<file path="src/rtl/decode_stage_hs.sv">
// -----------------------------------------------------------------------------
// decode_stage_hs
// MIPS decode stage with a valid/allowin handshake between fetch and execute.
// One instruction slot (ds) holds the fetched word. It is decoded
// combinationally, and the controls are registered towards exe. The stage
// supports a load-use interlock (hazard_stall), exe back-pressure (exe_allowin)
// and a whole-pipe flush.
//
// Build option:
//   DECODE_RI_EXC_EN  adds output de_exc_ri. An unknown opcode or funct field
//                     raises a reserved-instruction flag instead of a silent NOP.
//
// Ports:
//   clk, reset               clock (rising edge), async active-high reset
//   flush                    squash ds and the output registers
//   fe_valid/fe_inst/fe_pc   instruction offered by fetch
//   de_allowin               decode can accept this cycle
//   de_rs_addr/de_rt_addr    source registers of ds (0 when unused or empty)
//   de_rs_data/de_rt_data    forwarded operand values
//   hazard_stall             operand not yet available
//   de_br_fire               one-cycle pulse when a branch/jump issues
//   de_br_kind/de_b_type     branch class and b-type condition
//   de_b_offset/de_j_index   raw offset / jump index fields
//   exe_allowin              exe can accept
//   de_out_valid ...         registered op for exe (pc, aluop, operands,
//   de_reg_waddr             memory controls, register write-back)
// -----------------------------------------------------------------------------
module decode_stage_hs #(
    parameter int DATA_W  = 32,
    parameter int REG_AW  = 5,
    parameter int ALUOP_W = 4,
    parameter int WEN_W   = DATA_W / 8
) (
    input  logic               clk,
    input  logic               reset,
    input  logic               flush,
    input  logic               fe_valid,
    input  logic [31:0]        fe_inst,
    input  logic [DATA_W-1:0]  fe_pc,
    output logic               de_allowin,
    output logic [REG_AW-1:0]  de_rs_addr,
    output logic [REG_AW-1:0]  de_rt_addr,
    input  logic [DATA_W-1:0]  de_rs_data,
    input  logic [DATA_W-1:0]  de_rt_data,
    input  logic               hazard_stall,
    output logic               de_br_fire,
    output logic [1:0]         de_br_kind,
    output logic [3:0]         de_b_type,
    output logic [15:0]        de_b_offset,
    output logic [25:0]        de_j_index,
    input  logic               exe_allowin,
    output logic               de_out_valid,
    output logic [DATA_W-1:0]  de_pc_out,
    output logic [ALUOP_W-1:0] de_aluop,
    output logic [DATA_W-1:0]  de_alusrc1,
    output logic [DATA_W-1:0]  de_alusrc2,
    output logic               de_mem_en,
    output logic               de_mem_read,
    output logic [WEN_W-1:0]   de_mem_wen,
    output logic [DATA_W-1:0]  de_mem_wdata,
    output logic               de_reg_en,
    output logic [REG_AW-1:0]  de_reg_waddr
`ifdef DECODE_RI_EXC_EN
    ,
    output logic               de_exc_ri
`endif
);

    localparam logic [ALUOP_W-1:0] ALU_AND  = ALUOP_W'(0);
    localparam logic [ALUOP_W-1:0] ALU_OR   = ALUOP_W'(1);
    localparam logic [ALUOP_W-1:0] ALU_ADD  = ALUOP_W'(2);
    localparam logic [ALUOP_W-1:0] ALU_SUB  = ALUOP_W'(3);
    localparam logic [ALUOP_W-1:0] ALU_SLT  = ALUOP_W'(4);
    localparam logic [ALUOP_W-1:0] ALU_SLTU = ALUOP_W'(5);
    localparam logic [ALUOP_W-1:0] ALU_SLL  = ALUOP_W'(6);
    localparam logic [ALUOP_W-1:0] ALU_SRL  = ALUOP_W'(7);
    localparam logic [ALUOP_W-1:0] ALU_SRA  = ALUOP_W'(9);
    localparam logic [ALUOP_W-1:0] ALU_LUI  = ALUOP_W'(10);
    localparam logic [ALUOP_W-1:0] ALU_XOR  = ALUOP_W'(11);
    localparam logic [ALUOP_W-1:0] ALU_NOR  = ALUOP_W'(12);

    typedef enum logic [1:0] {S1_RS, S1_SA, S1_PC} src1_sel_e;
    typedef enum logic [1:0] {S2_RT, S2_ZIMM, S2_LINK, S2_SIMM} src2_sel_e;
    typedef enum logic [1:0] {WA_RD, WA_R31, WA_RT} wsel_e;

    // 32-bit quantities are zero-extended into wider datapaths.
    function automatic logic [DATA_W-1:0] ext32(input logic [31:0] v);
        return DATA_W'(v);
    endfunction

    // Decode slot (ds)
    logic              vld_p0;
    logic [31:0]       ds_inst_p0;
    logic [DATA_W-1:0] ds_pc_p0;

    logic ds_ready_go;
    logic accept;
    logic issue_vld;

    assign ds_ready_go = ~hazard_stall;
    assign de_allowin  = ~vld_p0 | (ds_ready_go & exe_allowin);
    assign accept      = fe_valid & de_allowin & ~flush;
    assign issue_vld   = vld_p0 & ds_ready_go;

    // Instruction fields
    logic [5:0]        op, fn;
    logic [4:0]        rs_f, rt_f, rd_f, sa_f;
    logic signed [15:0] imm_s;
    logic [31:0]       simm32, zimm32;

    assign op     = ds_inst_p0[31:26];
    assign rs_f   = ds_inst_p0[25:21];
    assign rt_f   = ds_inst_p0[20:16];
    assign rd_f   = ds_inst_p0[15:11];
    assign sa_f   = ds_inst_p0[10:6];
    assign fn     = ds_inst_p0[5:0];
    assign imm_s  = signed'(ds_inst_p0[15:0]);
    assign simm32 = 32'(imm_s);   // signed source: the size cast sign-extends
    assign zimm32 = {16'd0, ds_inst_p0[15:0]};

    // Decoded controls
    logic               d_known, d_is_br, d_use_rs, d_use_rt;
    logic [1:0]         d_br_kind;
    logic [3:0]         d_b_type;
    logic [ALUOP_W-1:0] d_aluop;
    src1_sel_e          d_s1;
    src2_sel_e          d_s2;
    wsel_e              d_wsel;
    logic               d_reg_en, d_mem_en, d_mem_read, d_mem_we;

    always_comb begin
        d_known    = 1'b1;
        d_is_br    = 1'b0;
        d_br_kind  = 2'd0;
        d_b_type   = 4'd0;
        d_use_rs   = 1'b1;
        d_use_rt   = 1'b0;
        d_aluop    = ALU_ADD;
        d_s1       = S1_RS;
        d_s2       = S2_SIMM;
        d_wsel     = WA_RT;
        d_reg_en   = 1'b0;
        d_mem_en   = 1'b0;
        d_mem_read = 1'b0;
        d_mem_we   = 1'b0;
        case (op)
            6'h00: begin
                d_s2     = S2_RT;
                d_wsel   = WA_RD;
                d_use_rt = 1'b1;
                d_reg_en = 1'b1;
                case (fn)
                    6'h20, 6'h21: d_aluop = ALU_ADD;
                    6'h22, 6'h23: d_aluop = ALU_SUB;
                    6'h24:        d_aluop = ALU_AND;
                    6'h25:        d_aluop = ALU_OR;
                    6'h26:        d_aluop = ALU_XOR;
                    6'h27:        d_aluop = ALU_NOR;
                    6'h2A:        d_aluop = ALU_SLT;
                    6'h2B:        d_aluop = ALU_SLTU;
                    6'h00: begin d_aluop = ALU_SLL; d_s1 = S1_SA; d_use_rs = 1'b0; end
                    6'h02: begin d_aluop = ALU_SRL; d_s1 = S1_SA; d_use_rs = 1'b0; end
                    6'h03: begin d_aluop = ALU_SRA; d_s1 = S1_SA; d_use_rs = 1'b0; end
                    6'h08: begin   // JR
                        d_use_rt  = 1'b0;
                        d_reg_en  = 1'b0;
                        d_is_br   = 1'b1;
                        d_br_kind = 2'd2;
                    end
                    6'h09: begin   // JALR
                        d_use_rt  = 1'b0;
                        d_s1      = S1_PC;
                        d_s2      = S2_LINK;
                        d_is_br   = 1'b1;
                        d_br_kind = 2'd2;
                    end
                    default: d_known = 1'b0;
                endcase
            end
            6'h01: begin   // REGIMM: the condition lives in the rt field
                d_is_br = 1'b1;
                case (rt_f)
                    5'h00: d_b_type = 4'd5;
                    5'h01: d_b_type = 4'd2;
                    5'h10: d_b_type = 4'd6;
                    5'h11: d_b_type = 4'd7;
                    default: d_known = 1'b0;
                endcase
                if (rt_f[4]) begin   // link variants
                    d_s1     = S1_PC;
                    d_s2     = S2_LINK;
                    d_wsel   = WA_R31;
                    d_reg_en = 1'b1;
                end
            end
            6'h02: begin d_is_br = 1'b1; d_br_kind = 2'd1; d_use_rs = 1'b0; end
            6'h03: begin
                d_is_br   = 1'b1;
                d_br_kind = 2'd1;
                d_use_rs  = 1'b0;
                d_s1      = S1_PC;
                d_s2      = S2_LINK;
                d_wsel    = WA_R31;
                d_reg_en  = 1'b1;
            end
            6'h04: begin d_is_br = 1'b1; d_b_type = 4'd1; d_use_rt = 1'b1; end
            6'h05: begin d_is_br = 1'b1; d_b_type = 4'd0; d_use_rt = 1'b1; end
            6'h06: begin d_is_br = 1'b1; d_b_type = 4'd4; end
            6'h07: begin d_is_br = 1'b1; d_b_type = 4'd3; end
            6'h08, 6'h09: d_reg_en = 1'b1;
            6'h0A: begin d_reg_en = 1'b1; d_aluop = ALU_SLT;  end
            6'h0B: begin d_reg_en = 1'b1; d_aluop = ALU_SLTU; end
            6'h0C: begin d_reg_en = 1'b1; d_aluop = ALU_AND; d_s2 = S2_ZIMM; end
            6'h0D: begin d_reg_en = 1'b1; d_aluop = ALU_OR;  d_s2 = S2_ZIMM; end
            6'h0E: begin d_reg_en = 1'b1; d_aluop = ALU_XOR; d_s2 = S2_ZIMM; end
            6'h0F: begin d_reg_en = 1'b1; d_aluop = ALU_LUI; d_use_rs = 1'b0; end
            6'h23: begin d_reg_en = 1'b1; d_mem_en = 1'b1; d_mem_read = 1'b1; end
            6'h2B: begin d_mem_en = 1'b1; d_mem_we = 1'b1; d_use_rt = 1'b1; end
            default: d_known = 1'b0;
        endcase
        // Unknown encodings must have no side effects at all.
        if (!d_known) begin
            d_is_br    = 1'b0;
            d_use_rs   = 1'b0;
            d_use_rt   = 1'b0;
            d_reg_en   = 1'b0;
            d_mem_en   = 1'b0;
            d_mem_read = 1'b0;
            d_mem_we   = 1'b0;
        end
    end

    logic [DATA_W-1:0] src1, src2;
    logic [REG_AW-1:0] waddr;

    always_comb begin
        case (d_s1)
            S1_SA:   src1 = ext32({27'd0, sa_f});
            S1_PC:   src1 = ds_pc_p0;
            default: src1 = de_rs_data;
        endcase
        case (d_s2)
            S2_RT:   src2 = de_rt_data;
            S2_ZIMM: src2 = ext32(zimm32);
            S2_LINK: src2 = ext32(32'd8);
            default: src2 = ext32(simm32);
        endcase
        case (d_wsel)
            WA_RD:   waddr = REG_AW'(rd_f);
            WA_R31:  waddr = REG_AW'(5'd31);
            default: waddr = REG_AW'(rt_f);
        endcase
    end

    assign de_rs_addr  = (vld_p0 & d_use_rs) ? REG_AW'(rs_f) : '0;
    assign de_rt_addr  = (vld_p0 & d_use_rt) ? REG_AW'(rt_f) : '0;
    assign de_br_fire  = issue_vld & exe_allowin & d_is_br & ~flush;
    assign de_br_kind  = d_br_kind;
    assign de_b_type   = d_b_type;
    assign de_b_offset = ds_inst_p0[15:0];
    assign de_j_index  = ds_inst_p0[25:0];

    // ---- fetch -> ds boundary ----
    always_ff @(posedge clk or posedge reset) begin
        if (reset) begin
            vld_p0     <= 1'b0;
            ds_inst_p0 <= '0;
            ds_pc_p0   <= '0;
        end else begin
            // With allowin high the slot is free or draining this cycle,
            // so its next state is simply whatever fetch offers.
            if (flush)
                vld_p0 <= 1'b0;
            else if (de_allowin)
                vld_p0 <= fe_valid;
            if (accept) begin
                ds_inst_p0 <= fe_inst;
                ds_pc_p0   <= fe_pc;
            end
        end
    end

    logic exc_ri_p1;

    // ---- ds -> exe boundary ----
    always_ff @(posedge clk or posedge reset) begin
        if (reset) begin
            de_out_valid <= 1'b0;
            de_pc_out    <= '0;
            de_aluop     <= '0;
            de_alusrc1   <= '0;
            de_alusrc2   <= '0;
            de_mem_en    <= 1'b0;
            de_mem_read  <= 1'b0;
            de_mem_wen   <= '0;
            de_mem_wdata <= '0;
            de_reg_en    <= 1'b0;
            de_reg_waddr <= '0;
            exc_ri_p1    <= 1'b0;
        end else if (flush) begin
            de_out_valid <= 1'b0;
            de_mem_en    <= 1'b0;
            de_mem_read  <= 1'b0;
            de_mem_wen   <= '0;
            de_reg_en    <= 1'b0;
            exc_ri_p1    <= 1'b0;
        end else if (exe_allowin) begin
            de_out_valid <= issue_vld;
            de_pc_out    <= ds_pc_p0;
            de_aluop     <= d_aluop;
            de_alusrc1   <= src1;
            de_alusrc2   <= src2;
            de_mem_en    <= issue_vld & d_mem_en;
            de_mem_read  <= issue_vld & d_mem_read;
            de_mem_wen   <= (issue_vld & d_mem_we) ? '1 : '0;
            de_mem_wdata <= d_mem_we ? de_rt_data : '0;
            de_reg_en    <= issue_vld & d_reg_en;
            de_reg_waddr <= waddr;
            exc_ri_p1    <= issue_vld & ~d_known;
        end
    end

`ifdef DECODE_RI_EXC_EN
    assign de_exc_ri = exc_ri_p1;
`else
    logic unused_exc;
    assign unused_exc = exc_ri_p1;
`endif

endmodule

</file>
<file path="config.mk">
export PLATFORM = sky130hd
export DESIGN_NAME = decode_stage_hs
export DESIGN_NICKNAME = d
export VERILOG_FILES = /design/src/rtl/decode_stage_hs.sv
export SDC_FILE = /design/constraint.sdc
export NUM_CORES = 1
export LEC_CHECK = 0
export CAP_MARGIN = 20
export CORE_ASPECT_RATIO = 0.9
export CORE_MARGIN = 3
export CORE_UTILIZATION = 45
export CTS_CLUSTER_DIAMETER = 150
export DETAILED_ROUTE_END_ITERATION = 7
export GPL_TIMING_DRIVEN = 0
export PLACE_DENSITY = 0.92
export SKIP_CTS_REPAIR_TIMING = 1
export SYNTH_ARGS = -nofsm -noshare
export SYNTH_HDL_FRONTEND = slang
export SYNTH_SLANG_ARGS = --single-unit
export TNS_END_PERCENT = 20
</file>
<file path="constraint.sdc">
create_clock -name clk -period 7.55 [get_ports clk]
set_clock_uncertainty 0.2 [all_clocks]
set_input_delay 1.1325 -clock clk [delete_from_list [all_inputs] [get_ports clk]]
set_output_delay 1.1325 -clock clk [all_outputs]
set_load 0.02 [all_outputs]
</file>
Word-level counts from Yosys, hierarchy flattened
Index checks and enable logic that the tools add are counted.
{ "totals": {"output_inout_bits": 205, "inputBits": 134, "latchBits": 0, "mem_bits_rw": 0, "mem_bits_ro": 0, "reg_bits": 210, "n_memories": 0, "elab_cells": 146} }
{ "op_classes": {"n_mux": 55, "shift": 0, "n_addsub": 0, "n_bitwise": 17, "n_mul": 0, "n_reduce_logical": 21, "n_eq_ne": 39, "div": 0, "n_lt_le_gt_ge": 0} }
{ "ops": {"columns": ["op", "count"], "rows": [
  ["$pmux W32 S3", 1],
  ["$eq A6 B6 Y1 const B", 12],
  ["$pmux W32 S2", 1],
  ["$eq A6 B4 Y1 const B", 10],
  ["$pmux W4 S10", 1],
  ["$mux W32", 1],
  ["$mux W1", 28],
  ["$pmux W4 S7", 1],
  ["$eq A6 B2 Y1 const B", 4],
  ["$eq A6 B3 Y1 const B", 4],
  ["$pmux W3 S4", 2],
  ["$reduce_or A16 Y1", 1],
  ["$reduce_or A15 Y1", 1],
  ["$and A1 B1 Y1", 13],
  ["$logic_not A6 Y1", 2],
  ["$mux W4", 3],
  ["$pmux W2 S3", 2],
  ["$reduce_or A3 Y1", 4],
  ["$eq A5 B5 Y1 const B", 2],
  ["$mux W5", 2],
  ["$pmux W5 S2", 1],
  ["$reduce_or A10 Y1", 1],
  ["$mux W2", 4],
  ["$pmux W2 S2", 2],
  ["16 further kinds", 29]
]} }

Depth between registers and ports, before layout
Gate-level depths: netlist of the first run.
{ "logic_depth": {"depth_word": 9, "mapped_depth": 13, "ltp_nobuf": 10} }

Least setup slack after synthesis of the first run
Ideal clock, no wire load.
{ "synth_timing": {"path_kind": "flip-flop to output port", "from": "register ds_inst_p0[31]", "to": "output port de_rt_addr[0]", "required_ps": 6218, "path_stages_with_launch": 8, "slack_ps": 3893, "t_arrival_ps": 2324, "path_buffers": 2, "cell_sequence": "dfrtp_1 > or3_1 > buf_6 > or3_4 > or3b_4 > a31o_1 > buf_6 > nor3b_2"} }
{ "synth_between": {"elab_chain_cells": 6, "word_cells_on_any_way": 25, "cone_classes": "eq/ne: 17; mux: 4; bitwise: 1; reduce/logical: 3"} }
{ "synth_lines": {"columns": ["element", "line_no", "rtl"], "rows": [
  ["start, declared", "93", "logic [31:0] ds_inst_p0;"],
  ["start signal, assigned", "277", "ds_inst_p0 <= fe_inst;"],
  ["$eq A6 B6 Y1, or another cell as far along", "146", "case (op)"],
  ["$reduce_or A16 Y1 (no line) or $reduce_or A3 Y1 (tied branches)", null, null],
  ["$pmux W1 S3 or $pmux W1 S2 (tied branches)", "146", null],
  ["$mux W1 (*)", "222", "if (!d_known) begin"],
  ["$and A1 B1 Y1 (*)", "256", "assign de_rt_addr = (vld_p0 & d_use_rt) ? REG_AW'(rt_f) : '0;"],
  ["$mux W5 (*)", "256", null],
  ["end, declared", "42", "output logic [REG_AW-1:0] de_rt_addr,"]
]} }
Every way passes the cells marked *; elsewhere a longest branch is shown, timed or not.

Final worst setup path of the first run
{ "layout_timing": {"from": "register ds_inst_p0[31]", "to": "output port de_rt_addr[4]"} }
The elaborated chain is that of the path after synthesis.

==> results of run 1 <==
==> area by class of cell <==
| cell class | instances | area (sq um) |
|---|---|---|
| fillers | 1494 | 6440 |
| repair buffers | 338 | 3400 |
| clock buffers | 34 | 687 |
| inverters | 10 | 45.0 |
| clock inverters | 1 | 5.00 |
| flip-flops and latches | 207 | 5180 |
| multi-input cells | 639 | 3520 |
| plain buffers | 114 | 636 |
| well taps | 255 | 319 |
==> power by group <==
group | leakage [nW] | internal [mW] | switching (mW)
sequential | 2.55 | 1.28 | 0.155
clock | 0.342 | 0.618 | 0.423
combinational | 2.96 | 0.537 | 0.577
total | 5.85 | 2.44 | 1.15
==> layer usage <==
metal	global-route usage	routed length, um	vias up
met5	0	0	-
met4	0.103	1360	0
met3	0.0661	3020	85
met2	0.456	15600	498
met1	0.383	13200	4367
li1	-	-	3982
==> layout by cell type, fill, tap and decap left out, types with 3 or more instances in the layout <==
cell type / synthesis / final
sky130_fd_sc_hd__or4_1: 3 / 3
sky130_fd_sc_hd__a31oi_1: 6 / 6
sky130_fd_sc_hd__o21ai_0: 86 / 86
sky130_fd_sc_hd__inv_1: 10 / 9
sky130_fd_sc_hd__clkdlybuf4s50_1: 0 / 337
sky130_fd_sc_hd__a21oi_1: 67 / 67
sky130_fd_sc_hd__buf_4: 46 / 46
sky130_fd_sc_hd__clkbuf_16: 0 / 23
sky130_fd_sc_hd__nand3_1: 16 / 16
sky130_fd_sc_hd__nor3_1: 5 / 5
sky130_fd_sc_hd__nand2_1: 227 / 227
sky130_fd_sc_hd__nor3b_2: 5 / 5
sky130_fd_sc_hd__nor2_1: 64 / 64
sky130_fd_sc_hd__dfrtp_1: 207 / 207
sky130_fd_sc_hd__a22oi_1: 32 / 32
sky130_fd_sc_hd__a32oi_1: 3 / 3
sky130_fd_sc_hd__buf_6: 3 / 3
sky130_fd_sc_hd__nand3b_1: 3 / 3
sky130_fd_sc_hd__buf_2: 5 / 5
sky130_fd_sc_hd__nor2b_1: 5 / 5
sky130_fd_sc_hd__o22ai_1: 8 / 8
sky130_fd_sc_hd__clkbuf_8: 0 / 7
sky130_fd_sc_hd__nand2b_1: 5 / 5
sky130_fd_sc_hd__clkbuf_1: 58 / 62
sky130_fd_sc_hd__nor4_1: 3 / 3
sky130_fd_sc_hd__mux2_2: 61 / 61
==> stage by stage <==
step	setup TNS, ns	hold WS (ns)
floorplan	0	0.257
global placement	-395.19	0.259
detailed placement	0	0.268
CTS	0	0.283
global route	0	0.301
finish	0	0.278
==> registers in the layout, summed over array words and instances, names as in the netlist <==
| name | flops |
|---|---|
| de_aluop | 4 |
| de_alusrc1 | 32 |
| de_alusrc2 | 32 |
| de_mem_en | 1 |
| de_mem_read | 1 |
| de_mem_wdata | 32 |
| de_mem_wen | 1 |
| de_out_valid | 1 |
| de_pc_out | 32 |
| de_reg_en | 1 |
| de_reg_waddr | 5 |
| ds_inst_p0 | 32 |
| ds_pc_p0 | 32 |
| vld_p0 | 1 |
==> Yosys cell counts, types with 3 or more instances <==
cell | number | area share
sky130_fd_sc_hd__a22oi_1 | 32 | 0.026
sky130_fd_sc_hd__a31oi_1 | 6 | 0.0040
sky130_fd_sc_hd__nand3_1 | 16 | 0.0085
sky130_fd_sc_hd__mux2_2 | 61 | 0.073
sky130_fd_sc_hd__nand2b_1 | 5 | 0.0033
sky130_fd_sc_hd__a21oi_1 | 67 | 0.036
sky130_fd_sc_hd__or4_1 | 3 | 0.0024
sky130_fd_sc_hd__dfrtp_1 | 207 | 0.55
sky130_fd_sc_hd__clkbuf_1 | 58 | 0.023
sky130_fd_sc_hd__nor2_1 | 64 | 0.026
sky130_fd_sc_hd__nand2_1 | 227 | 0.091
sky130_fd_sc_hd__nor3_1 | 5 | 0.0027
sky130_fd_sc_hd__o22ai_1 | 8 | 0.0053
sky130_fd_sc_hd__nor3b_2 | 5 | 0.0067
sky130_fd_sc_hd__inv_1 | 10 | 0.0040
sky130_fd_sc_hd__nor4_1 | 3 | 0.0020
sky130_fd_sc_hd__nor2b_1 | 5 | 0.0033
sky130_fd_sc_hd__buf_4 | 46 | 0.037
sky130_fd_sc_hd__buf_6 | 3 | 0.0036
sky130_fd_sc_hd__a32oi_1 | 3 | 0.0028
sky130_fd_sc_hd__nand3b_1 | 3 | 0.0024
sky130_fd_sc_hd__buf_2 | 5 | 0.0027
sky130_fd_sc_hd__o21ai_0 | 86 | 0.046
==> how the worst max path moves through the flow <==
| stage | to | slack [ns] | depth (start not counted) |
|---|---|---|---|
| floorplan | de_aluop[0]$_DFFE_PP0P_ | 0.57 | 1 |
| global placement | de_mem_wdata[25]$_DFFE_PP0P_ | -1.93 | 2 |
| detailed placement | de_br_fire | 2.95 | 5 |
| CTS | de_rt_addr[4] | 2.77 | 8 |
| global route | de_rt_addr[4] | 2.65 | 8 |
| finish | de_rt_addr[4] | 2.78 | 8 |
==> cell families (layout without fill, tap and decap cells) <==
logic type	after synthesis	in the layout	synth area share
compound gates	222	222	0.137
xor+xnor	3	3	0.00280
fa+ha+maj	2	2	0.00267
buf+inv	124	497	0.0718
flops	207	207	0.552
mux	61	61	0.0733
other cells	1	1	0.000400
simple gates	350	350	0.160
==> out/summary.txt, run 1 <==
Number of placed instances with taps included = 1,563
Post-layout instance count excluding filler cells = 1,598
Peak Freq = 210 MHz
Number of clock sinks = 207
Clock transition at the register clock pins on the worst setup and hold paths after CTS = 0.06 ns
Net count after synthesis = 1,106
Transition time at the pin with the least slew margin = 0.887 ns
First-pass GRT wire length = 50,400 um
TritonCTS clock tree = built
Share of flip-flops with an asynchronous set or reset after synthesis = 1.00
Post-detailed-route via-to-cell ratio = 5.59
Number of instances in the synthesized netlist = 970
Crit path max fanout = 10
Ratio of final minimum period to clock period = 0.631
Most frequently used flop master after synthesis = sky130_fd_sc_hd__dfrtp_1
Static Leak = 5.85 nW
Syn_area_per_cell = 9.67 sq um
Element type at the critical path end = output port
Most Frequent Cell on Critical Path = sky130_fd_sc_hd__buf_6
Arrival time of the worst setup path = 3.43 ns
FF-to-FF End = de_alusrc1[22]$_DFFE_PP0P_
Routed wire length = 33,200 um
Outcome = completed
Overall die area = 0.0226 sq mm
Critical path origin = ds_inst_p0[31]$_DFFE_PP0P_
Setup repair after global routing missed its margin = false
Synthesis Warnings = 0
Number of violations of the max-capacitance limit = 0
EDFF count, synth = 0
Peak supply drop = 0.233 mV
Number of vias after detailed routing = 8,932
IO Port Bufs = 337
Effective utilization at floorplan = 0.463
Critical path start-end classification = flop to output port
Global routing usage summed across all routing layers = 0.285
Worst rel slew slack = 0.409
Initial antenna violation count = 0
Weighted congestion reported at the end of routability-driven placement = 0.928
Final global-route overflow total = 0
Worst R2R Path Depth = 13
Clock insertion delay at the later pin of the skew report = 0.49 ns
WHS Path Cells = 1
Row cnt = 49
Count of different cell masters after synthesis = 52
Delay-heaviest family, CP = simple AND/OR/NAND/NOR gates
Worst Min Path Start = de_out_valid$_DFFE_PP0P_
Vias in the first global route = 9,042
Total power divided by cell area = 260 mW/mm^2
Placed cell areas = 0.0131 sq mm
Reg-to-reg setup timing slack = 3.20 ns
Max stage delay on crit path = 0.64 ns
Avg WL per Cell = 20.8 um
Layout cell share with drive strength beyond 1 = 0.118
Ant. Diodes = 0
CTS buffer count = 22
Final antenna-violating net count = 0
Flops & latches, synth = 207
Area added between synthesis and finish = 47.1%
CP bufs+invs = 3
Reg2reg start = ds_inst_p0[0]$_DFFE_PP0P_
Number of detailed-route iterations in the first pass = 6
Total of endpoints with negative setup slack in the final report = 0
Post-detailed-route DRC marker count = 0
Cell Area, Synth = 0.00938 sq mm
Element type at the critical path start = flop
H-tree levels = 1
Crit path max-delay cell type = sky130_fd_sc_hd__clkdlybuf4s50_1
Layout Utilization = 0.682
Area of all placed cells without fillers = 0.0138 sq mm
Maximum root-to-sink buffer count = 3
Sequential fraction of the synthesis area = 0.552
Final worst path period need = 4.77 ns
Overall Power = 3.59 mW
Vertical die dimension = 143 um
Max-slew violations = 0
Die W = 158 um
Final worst-path setup slack = 2.78 ns
HP Class = flop to flop
Final hold vios = 0
DR iter-0 viols = 707
Count of boundary I/O pins = 339
Pin count of the biggest net entering global routing = 121
Core Footprint = 0.0202 sq mm
Required time of the critical path = 6.22 ns
Detailed Place HPWL = 24,800 um
Master cell of the clock root buffer = sky130_fd_sc_hd__clkbuf_16
Worst setup slack before clock tree synthesis = 2.95 ns
Worst-path cell chain = or3_1 > buf_6 > or3_4 > or3b_4 > a31o_1 > buf_6 > nor3b_2 > clkdlybuf4s50_1
Worst hold endpoint = de_out_valid$_DFFE_PP0P_
Nets = 1,468
Note: power is estimated with default switching activity, not from simulation.
==> run 2, diff against run 1 <==
Clock period 7.55 ns to 4.8 ns, I/O delays scaled along.
==> run 2 against run 1 <==
Effect of this change: count of clock-buffer cells in the layout did not move; critical path type unchanged; global-route usage grew 0.99 points; critical path depth is the same.
==> out/summary.txt, run 2 (same netlist as run 1, synthesis figures left out) <==
Post-detailed-route DRC marker count = 0
Ratio of final minimum period to clock period = 0.924
Overall die area = 0.0226 sq mm
Total power divided by cell area = 422 mW/mm^2
Outcome = completed
Number of clock sinks = 207
IO Port Bufs = 337
Most congested layer reported by global routing = met2
Max-slew violations = 0
CTS buffer count = 23
Total of endpoints with negative setup slack in the final report = 0
Worst R2R Path Depth = 13
Critical path start-end classification = flop to output port
GRT met3 Usage = 0.0615
Number of violations of the max-capacitance limit = 0
Setup repair after global routing missed its margin = false
Required time of the critical path = 3.88 ns
Leading cell type in the layout, fill and taps excluded = sky130_fd_sc_hd__clkdlybuf4s50_1
Post-detailed-route via-to-cell ratio = 5.63
Vias in the first global route = 9,203
Arrival time of the worst setup path = 3.52 ns
Clock transition at the register clock pins on the worst setup and hold paths after CTS = 0.06 ns
HP Class = flop to flop
Nets = 1,473
Routed wire length = 34,000 um
Area added between synthesis and finish = 49.0%
Transition time at the pin with the least slew margin = 1.10 ns
Static Leak = 5.93 nW
Row cnt = 49
Final antenna-violating net count = 0
Die W = 158 um
Layout cell share with drive strength beyond 1 = 0.124
Overall Power = 5.89 mW
H-tree levels = 1
Final worst path period need = 4.44 ns
Final worst-path setup slack = 0.365 ns
Element type at the critical path start = flop
Detailed Place HPWL = 25,200 um
TritonCTS clock tree = built
Worst setup slack before clock tree synthesis = 0.541 ns
Effective utilization at floorplan = 0.463
Maximum root-to-sink buffer count = 3
Number of vias after detailed routing = 9,065
Vertical die dimension = 143 um
DR iter-0 viols = 831
Core Footprint = 0.0202 sq mm
Worst rel slew slack = 0.261
Final hold vios = 0
GR Layer Usage met1 = 0.389
Clock insertion delay at the later pin of the skew report = 0.51 ns
Leading cell types in the layout, fill and taps excluded = sky130_fd_sc_hd__clkdlybuf4s50_1, sky130_fd_sc_hd__nand2_1, sky130_fd_sc_hd__dfrtp_1
Element type at the critical path end = output port
Final TNS setup = 0 ns
Peak Freq = 225 MHz
Crit path max fanout = 10
Weighted congestion reported at the end of routability-driven placement = 0.951
First-pass GRT wire length = 52,100 um
Final global-route overflow total = 0
Pin count of the biggest net entering global routing = 43
Avg WL per Cell = 21.1 um
Number of detailed-route iterations in the first pass = 8
Master cell of the clock root buffer = sky130_fd_sc_hd__clkbuf_16
Initial antenna violation count = 1
Met2 Track Usage GR = 0.484
Layout Utilization = 0.691
Global routing usage summed across all routing layers = 0.295
Count of boundary I/O pins = 339
Peak supply drop = 0.318 mV
WHS Path Cells = 2
## run 2: stage by stage
stage / hold WS (ns) / cell area [sq um] / instances
after global placement: 0.258 / 13100 / 1562
after global routing: 0.294 / 14000 / 1609
after detailed placement: 0.262 / 13200 / 1567
after CTS: 0.277 / 14000 / 1608
final: 0.272 / 14000 / 1610
after floorplan: 0.257 / 9380 / 970
## run 2: per-layer routing
metal | vias to the layer above | wire (um) | share of wire
li1 | 4009 | - | -
met1 | 4436 | 13300 | 0.39
met2 | 518 | 16200 | 0.48
met3 | 102 | 3170 | 0.093
met4 | 0 | 1350 | 0.040
met5 | - | 0 | 0
## run 2: final timing paths
path	to	start	slack, ns
setup reg to reg	de_alusrc1[20]$_DFFE_PP0P_	ds_inst_p0[4]$_DFFE_PP0P_	0.42
max in group asynchronous	de_alusrc1[12]$_DFFE_PP0P_	reset	2.93
hold reg to reg	de_pc_out[15]$_DFFE_PP0P_	de_pc_out[15]$_DFFE_PP0P_	0.27
setup / recovery	de_rt_addr[1]	ds_inst_p0[31]$_DFFE_PP0P_	0.36
hold / removal	de_pc_out[15]$_DFFE_PP0P_	de_pc_out[15]$_DFFE_PP0P_	0.27
min in group asynchronous	ds_inst_p0[29]$_DFFE_PP0P_	reset	0.37
## run 2: layout make-up
| cell class | count | area (sq um) |
|---|---|---|
| plain buffers | 114 | 636 |
| clock inverters | 7 | 120 |
| clock buffers | 34 | 677 |
| flip-flops and latches | 207 | 5180 |
| repair buffers | 342 | 3470 |
| multi-input cells | 639 | 3520 |
| diodes | 2 | 5.00 |
| inverters | 10 | 41.3 |
| well taps | 255 | 319 |
| fillers | 1455 | 6260 |
## run 2: worst max-delay path, cell delays in order, from the launching register on
cell and delay (ns):
sky130_fd_sc_hd__dfrtp_1 0.44, sky130_fd_sc_hd__or3_1 0.42, sky130_fd_sc_hd__buf_6 0.15, sky130_fd_sc_hd__or3_4 0.34
sky130_fd_sc_hd__or3b_4 0.41, sky130_fd_sc_hd__a31o_1 0.25, sky130_fd_sc_hd__buf_6 0.15, sky130_fd_sc_hd__nor3b_2 0.19
sky130_fd_sc_hd__clkdlybuf4s50_1 0.63
## run 2: power by group
part	leakage (nW)	total, mW	switching (mW)	internal, mW
clock network	0.393	1.86	0.723	1.14
registers	2.55	2.27	0.250	2.02
logic	2.99	1.76	0.913	0.850
total	5.93	5.89	1.89	4.01
==> run 3, diff against run 2 <==
Settings changed: CORE_MARGIN 3 to 2.
==> run 3 against run 2 <==
Effect of this change: sequential share of layout area hardly changed; register-to-register slack worse by 0.03 ns; total power down 0.69%; sequential cell count is the same; global-route usage up 0.70 points; first-iteration DRC count decreased by 29%.
==> out/summary.txt, run 3 (same netlist as run 1, synthesis figures left out) <==
Overall Power = 5.85 mW
Final antenna-violating net count = 0
Layout cell share with drive strength beyond 1 = 0.125
IO Port Bufs = 337
Area added between synthesis and finish = 48.9%
Row cnt = 50
Number of clock sinks = 207
Maximum root-to-sink buffer count = 3
Area of all placed cells without fillers = 0.0140 sq mm
First-pass GRT wire length = 51,500 um
Count of boundary I/O pins = 339
Avg WL per Cell = 21.1 um
Share of power burned in registers = 0.387
Crit path max-delay cell type = sky130_fd_sc_hd__nor4b_1
Pin count of the biggest net entering global routing = 43
Arrival time of the worst setup path = 4.63 ns
DR iter-0 viols = 592
Ratio of final minimum period to clock period = 0.920
Vertical die dimension = 141 um
Number of violations of the max-capacitance limit = 0
Required time of the critical path = 5.02 ns
TritonCTS clock tree = built
Setup repair after global routing missed its margin = false
Overall die area = 0.0220 sq mm
CP bufs+invs = 5
Master cell of the clock root buffer = sky130_fd_sc_hd__clkbuf_16
Worst setup slack before clock tree synthesis = 0.553 ns
NetSw = 1.89 mW
Most Frequent Cell on Critical Path = sky130_fd_sc_hd__clkbuf_1
Clock transition at the register clock pins on the worst setup and hold paths after CTS = 0.06 ns
Placed cell areas = 0.0132 sq mm
Detailed Place HPWL = 24,900 um
Worst R2R Path Depth = 13
Number of stages on the worst setup path = 13
CTS buffer count = 23
Post-detailed-route DRC marker count = 0
Delay-heaviest family, CP = buffers and inverters
Leading cell type in the layout, fill and taps excluded = sky130_fd_sc_hd__clkdlybuf4s50_1
Worst-path cell chain = clkbuf_1 > nor4b_1 > a2111oi_0 > o21a_1 > nand2b_1 > inv_1 > ha_1 > clkbuf_1 > nor2b_1 > clkbuf_1 > clkbuf_1 > a22oi_1 > o21ai_0
Routed wire length = 34,000 um
Transition time at the pin with the least slew margin = 0.892 ns
Weighted congestion reported at the end of routability-driven placement = 0.935
Effective utilization at floorplan = 0.454
Global routing usage summed across all routing layers = 0.302
Peak Freq = 227 MHz
Clock insertion delay at the later pin of the skew report = 0.51 ns
Element type at the critical path end = flop
Die W = 156 um
Switching share of total power = 0.323
Internal power = 3.96 mW
Nets = 1,474
Logic pwr share = 0.302
Final worst-path setup slack = 0.386 ns
Worst rel slew slack = 0.400
Post-detailed-route via-to-cell ratio = 5.63
Leading cell types in the layout, fill and taps excluded = sky130_fd_sc_hd__clkdlybuf4s50_1, sky130_fd_sc_hd__nand2_1, sky130_fd_sc_hd__dfrtp_1
Final worst path period need = 4.41 ns
H-tree levels = 1
Core Footprint = 0.0206 sq mm
Number of vias after detailed routing = 9,088
Max-slew violations = 0
Total of endpoints with negative setup slack in the final report = 0
Element type at the critical path start = flop
Outcome = completed
Static Leak = 5.92 nW
Vias in the first global route = 9,296
Ant. Diodes = 0
Hold Slack = 0.276 ns
Crit path max fanout = 10
WHS Path Cells = 1
HP Class = flop to flop
Layout Utilization = 0.676
Final hold vios = 0
Filler Cell Count = 1,495
Critical path start-end classification = flop to flop
Peak supply drop = 0.289 mV
Initial antenna violation count = 1
Total power divided by cell area = 419 mW/mm^2
Proportion of power drawn by the clock network = 0.310
Final global-route overflow total = 0
Number of detailed-route iterations in the first pass = 7
Max stage delay on crit path = 0.61 ns
run 3: cell count changes in the layout (fill, tap and decap cells not counted), sizes merged:
cell      change
clkinvlp      +1
inv           -1
bufinv        -1
diode         -2
clkbuf        +1
run 3: layout make-up:
| cell class | count | area, sq um | share of cell area |
|---|---|---|---|
| Sequential cell | 207 | 5180 | 0.371 |
| Multi-Input combinational cell | 639 | 3520 | 0.252 |
| Timing Repair Buffer | 343 | 3480 | 0.249 |
| Clock buffer | 34 | 687 | 0.0492 |
| Buffer | 114 | 636 | 0.0455 |
| Tap cell | 260 | 325 | 0.0233 |
| Clock inverter | 6 | 90.1 | 0.00645 |
| Inverter | 10 | 41.3 | 0.00296 |
run 3: final timing paths:
kind / to / slack, ns / start
worst max register to register: de_alusrc1[19]$_DFFE_PP0P_ / 0.39 / ds_inst_p0[4]$_DFFE_PP0P_
worst min register to register: de_out_valid$_DFFE_PP0P_ / 0.28 / de_out_valid$_DFFE_PP0P_
min in group asynchronous: de_alusrc2[15]$_DFFE_PP0P_ / 0.44 / reset
worst min-delay path: de_out_valid$_DFFE_PP0P_ / 0.28 / de_out_valid$_DFFE_PP0P_
max in group asynchronous: de_alusrc1[23]$_DFFE_PP0P_ / 2.81 / reset
worst max-delay path: de_alusrc1[19]$_DFFE_PP0P_ / 0.39 / ds_inst_p0[4]$_DFFE_PP0P_
run 3: power groups by stage:
stage          sequential (mW)  combinational [mW]  clock [mW]
3_5_place_dp              2.29                1.75           0
6_report                  2.27                1.77        1.82
5_1_grt                   2.30                1.88        1.90
4_1_cts                   2.26                1.77        1.83
2_1_floorplan             2.43               0.710           0
3_3_place_gp              2.27                1.70           0
run 3: per-layer routing:
metal,wire [um],track usage,part of all wire
met3,2830,0.0670,0.083
met4,1350,0.117,0.040
met2,16400,0.506,0.48
met5,0,0,0
met1,13400,0.385,0.39
run 3: through the flow:
stage | cells | TNS (ns)
finish | 1613 | 0
global route | 1613 | 0
CTS | 1612 | 0
detailed placement | 1572 | 0
global placement | 1567 | -69.12
floorplan | 970 | 0
run 3: worst register-to-register path: cells and delay by family (launching register included):
family / cells / cell delay, ns
adders and majority gates: 1 / 0.13
buffers and inverters: 5 / 1.53
DFF: 1 / 0.40
and+or+nand+nor: 3 / 1.03
AOI/OAI and AO/OA: 4 / 1.03
